$ cat src/rtl/regfile.sv
// regfile: 32 x DATA_W general-purpose register file for the single-cycle datapath.
// Two combinational read ports (A, B), one synchronous write port (W).
// r0 is hardwired to zero; r1..r31 clear asynchronously on rst_n low.
// Ports:
//   clk    - system clock, writes on rising edge
//   WE     - write enable (active high)
//   rW     - write address
//   rA/rB  - read addresses for ports A/B
//   W      - write data
//   A/B    - read data (combinational)
//   rst_n  - async active-low reset
module regfile #(
  parameter int unsigned DATA_W = 32,
  parameter int unsigned ADDR_W = 5
) (
  input  logic              clk,
  input  logic              WE,
  input  logic [ADDR_W-1:0] rW,
  input  logic [ADDR_W-1:0] rA,
  input  logic [ADDR_W-1:0] rB,
  input  logic [DATA_W-1:0] W,
  output logic [DATA_W-1:0] A,
  output logic [DATA_W-1:0] B,
  input  logic              rst_n
);

  localparam int unsigned NREGS = 2 ** ADDR_W;

  // Read view of every register; entry 0 is a constant zero.
  logic [DATA_W-1:0] rd [NREGS];

  assign rd[0] = '0;

  // One storage register per address. The per-register decode compares rW
  // against a constant, so an unknown rW never matches a known index and
  // cannot spill a write into an unrelated register.
  for (genvar i = 1; i < NREGS; i++) begin : gen_reg
    logic [DATA_W-1:0] q;
    logic              we_i;

    assign we_i = WE && (rW == ADDR_W'(i));

    always_ff @(posedge clk or negedge rst_n) begin
      if (!rst_n) begin
        q <= '0;
      end else if (we_i) begin
        q <= W;
      end
    end

    assign rd[i] = q;
  end

  // Combinational read ports; no write-to-read bypass.
  assign A = rd[rA];
  assign B = rd[rB];

endmodule

$ cat config.mk
export PLATFORM = sky130hd
export DESIGN_NAME = regfile
export DESIGN_NICKNAME = d
export VERILOG_FILES = /design/src/rtl/regfile.sv
export SDC_FILE = /design/constraint.sdc
export NUM_CORES = 2
export LEC_CHECK = 0
export BUFFER_PORTS_ARGS = -buffer_cell sky130_fd_sc_hd__buf_2
export CELL_PAD_IN_SITES_DETAIL_PLACEMENT = 1
export CELL_PAD_IN_SITES_GLOBAL_PLACEMENT = 2
export CORE_MARGIN = 2
export CORE_UTILIZATION = 47
export CTS_CLUSTER_DIAMETER = 100
export DETAILED_ROUTE_END_ITERATION = 10
export HOLD_SLACK_MARGIN = 0.08
export PLACE_DENSITY = 0.92
export SLEW_MARGIN = 20
export SYNTH_ARGS = -nofsm -noshare
export SYNTH_HDL_FRONTEND = slang
export SYNTH_SLANG_ARGS = --single-unit
$ cat constraint.sdc
create_clock -name clk -period 3.5 [get_ports clk]
set_input_delay 0.7 -clock clk [delete_from_list [all_inputs] [get_ports clk]]
set_output_delay 0.7 -clock clk [all_outputs]
set_load 0.01 [all_outputs]
Word level (Yosys, flattened, before mapping)
Cells that the tools add are included.
W data, S select, Z words.

cells by class
  divide/modulo/power cells = 0
  reductions and logical operators = 31
  bitwise logic cells = 2
  mux-type cells = 6
  magnitude comparators = 2
  shift-type cells = 0
  $mul = 0
  add/sub/neg operators = 0
  equal/unequal tests = 31

operator list
  cell                  number
  $bmux W32 S5          2
  $mux W32              4
  $eq A5 B5 Y1 const B  16
  $eq A5 B4 Y1 const B  8
  $logic_and A1 B1 Y1   31
  $eq A5 B3 Y1 const B  4
  $ge A6 B6 Y1 const B  2
  $not A5 Y6            2
  $eq A5 B2 Y1 const B  2
  $eq A5 B1 Y1 const B  1

storage, ports and cells
  memory bits (read-only) = 0
  memories kept = 0
  output and inout bits = 64
  register bits after elaboration = 992
  word-level logic and storage cells = 103
  input bits = 50
  latch bits = 0
  bits in writable memories = 0

Longest topological paths before layout
  word-level depth = 4
  mapped depth = 9
  gate-level depth less buffers = 4

Worst setup path after synthesis
Ideal clock, no wire load.

  path kind = input-to-output
  start point = input port rB[0]
  end point = output port B[10]
  data arrival time = 2256 ps
  path buffers = 3
  setup slack = 544 ps
  cell stages on the path = 7
  data required time = 2800 ps
  cells stage by stage = buf_2 -> buf_6 -> buf_2 -> mux4_2 -> a22o_1 -> o21ai_1 -> o31ai_1

on the way
  word-level cells in the longest chain between the ends = 4

ends and longest elaborated chain
  element                                       line  text
  from (decl)                                   20    input logic [ADDR_W-1:0] rB,
  $not A5 Y6 (implied by the code)              56    assign B = rd[rB];
  $bmux W32 S5                                  56
  $mux W32 (implied by the code) (2 in series)  56
  to (decl)                                     23    output logic [DATA_W-1:0] B,

No other way between the ends. The select of a mux whose other input is x is not followed.

Final worst setup path
  start point = input port rB[0]
  end point = output port B[29]

Same word-level chain as after synthesis.

==> reports/qor.txt <==
WHS = 0.507 ns
status = complete, but fails checks
detailed placer's ending HPWL = 112000 um
share of synthesized registers carrying an async set or reset = 100%
number of endpoints failing setup at the final stage = 2
CTS buffer count = 105
number of antenna-violating nets in the routed design = 0
CP Data Required Time = 2.80 ns
delay-heaviest family, CP = compound AO/OA/AOI/OAI gates
Final Hold Violating Endpoints = 0
CP max stage cell = mux4_2
via count = 37188
failing checks = negative setup slack
wire per inst = 36.6 um
critical path class = in2out
Die X = 340 um
Final Max Slew Viols = 0
max_cap viols = 0
full die area = 116000 um2
CORE AREA = 112000 um2
period utilization = 102%
max FFs per register = 992
slew margin rel. = 37.9%
TritonRoute pass-1 iters = 6
Rows = 123
Synth warnings = 0
overall routing resource usage = 33.4%
synth unique cells = 32
clock tree root buffer cell = clkbuf_16
largest registers = gen.q (992)
clock sinks = 992
Synth Instances = 3639
Slew @ Worst Pin = 0.932 ns
Die Ht = 340 um
Post-synth EDFFs = 0
fraction of the yosys area taken by sequential cells = 46.7%
initial antenna violation count = 10
share of cells above drive strength 1 = 52.1%
worst-skew pair later-pin latency = 0.70 ns
deepest clock path buffer count = 3
Synth area leaders = dfrtp_1 (47%), mux2_2 (21%), mux4_2 (16%)
RSZ-0062 raised after global routing = false
input/output buffers = 113
grt ovf = 0
crit start category = primary input
Initial Util = 47.3%
Layout area overhead = 13.8%
Pwr per Cell Area = 580 nW/um2
IO Pins = 114
largest net degree at the start of global routing = 109
post-synth top area cell = dfrtp_1
flops & latches, synth = 992
drt first-iter violations = 4169
GPL Wtd Cong = 0.830
global-route wire length before repair = 286000 um
Fmax achieved = 0.280 GHz
Post-Syn Area = 53200 um2
Worst path max stage delay = 0.58 ns
crit end category = output pin
DRC = 0
drt total wl = 193000 um
Critical path buffers and inverters = 3
vias in the first global route = 40966
CTS tree = yes
H-tree depth = 3
Avg Inst Size Synth = 14.6 um2
largest vdd supply drop = 402 uV
pre-CTS setup slack = -0.158 ns
Worst Path Max Fanout = 19
leading register cell type out of synthesis = dfrtp_1
signal arrival time at the worst endpoint = 2.88 ns
via/cell ratio = 7.06
worst min path class = reg2reg
post-synth top area share = 46.7%
post-synth net total = 3689
leakage power = 26.4 nW
fin worst setup slack = -0.0776 ns
crit-path cells = buf_12 > buf_4 > mux4_2 > a22o_1 > o21ai_1 > o31ai_1 > buf_2
Tmin final = 3.58 ns
Final #Nets = 3733
clock-pin transition on the worst setup and hold timing paths = 0.06 ns
most flop-heavy register = gen.q
clock skew = 0 ns
## Yosys cell counts (all sizes together), types with 32 or more instances
| master | number |
|---|---|
| mux2 | 1056 |
| mux2i | 160 |
| and3 | 32 |
| clkbuf | 213 |
| nand2 | 79 |
| o22ai | 64 |
| o31ai | 64 |
| a211oi | 64 |
| and2 | 34 |
| buf | 195 |
| o21ai | 64 |
| a22o | 192 |
| dfrtp | 992 |
| mux4 | 384 |
## final cells by class
cell class,count,area [um2]
Fill cell,10507,51800
Multi-Input combinational cell,2237,26800
Sequential cell,992,24800
Timing Repair Buffer,345,3530
Clock buffer,147,2980
Tap cell,1500,1880
Clock inverter,43,547
Inverter,2,10.0
Antenna cell,2,5.00
## through the flow
stage	total power, mW	cells	cell area, um2	TNS, ns	util, %
after floorplan	20.3	3639	53200	0	-
after global placement	22.4	5072	56900	-0.150	50.6
after detailed placement	23.1	5072	56900	-0.287	50.6
after CTS	35.0	5266	60500	0	53.8
after global routing	36.2	5267	60500	0	53.9
final	35.1	5268	60500	-0.114	53.9
## where the power goes
group          internal, mW  switching (mW)  leakage (nW)
registers              13.7            2.00          12.7
clock network          6.74            4.99          1.72
logic                  4.36            3.30          12.0
total                  24.8            10.3          26.4
## layer usage
layer | part of all wire [%] | GRT usage, % | vias to the layer above
li1 | - | - | 14179
met1 | 37 | 42.7 | 19954
met2 | 47 | 52.0 | 2305
met3 | 10 | 8.67 | 736
met4 | 6.1 | 18.4 | 14
met5 | 0.044 | 0 | -
## path summary, 6_finish.rpt
check                                               from                             to  slack (ns)  cells past startpoint
hold / removal             gen_reg[11].q[22]$_DFFE_PN0P_  gen_reg[11].q[22]$_DFFE_PN0P_        0.51                      1
max in group asynchronous                          rst_n   gen_reg[2].q[24]$_DFFE_PN0P_        1.82                      4
setup / recovery                                   rB[0]                          B[29]       -0.08                      7
min in group asynchronous                          rst_n    gen_reg[7].q[3]$_DFFE_PN0P_        0.59                      2
setup reg to reg           gen_reg[19].q[28]$_DFFE_PN0P_  gen_reg[19].q[28]$_DFFE_PN0P_        2.60                      1
hold reg to reg            gen_reg[11].q[22]$_DFFE_PN0P_  gen_reg[11].q[22]$_DFFE_PN0P_        0.51                      1
## placed cells by master (no fill, tap or decap), types with 64 or more instances in the layout
| cell type | n |
|---|---|
| a22o_1 | 192 |
| buf_12 | 90 |
| buf_2 | 102 |
| buf_4 | 146 |
| clkbuf_16 | 106 |
| dfrtp_1 | 992 |
| mux2_2 | 1010 |
| mux2i_1 | 160 |
| mux4_2 | 384 |
| nand2_1 | 66 |
| o22ai_1 | 64 |
## cells by family after synthesis
logic type,share of synthesized area (%)
mux,41.6
flops,46.7
compound gates,6.32
buf+inv,3.58
simple gates,1.81
## repair_timing
action                     CTS  global route
setup buffers                3             0
hold buffers                 1             0
hold endpoints to repair    40             0
pin swaps                    0             0
gates resized for setup      5            12
setup endpoints to repair    6             9
Power figures use the tool's default switching activity.
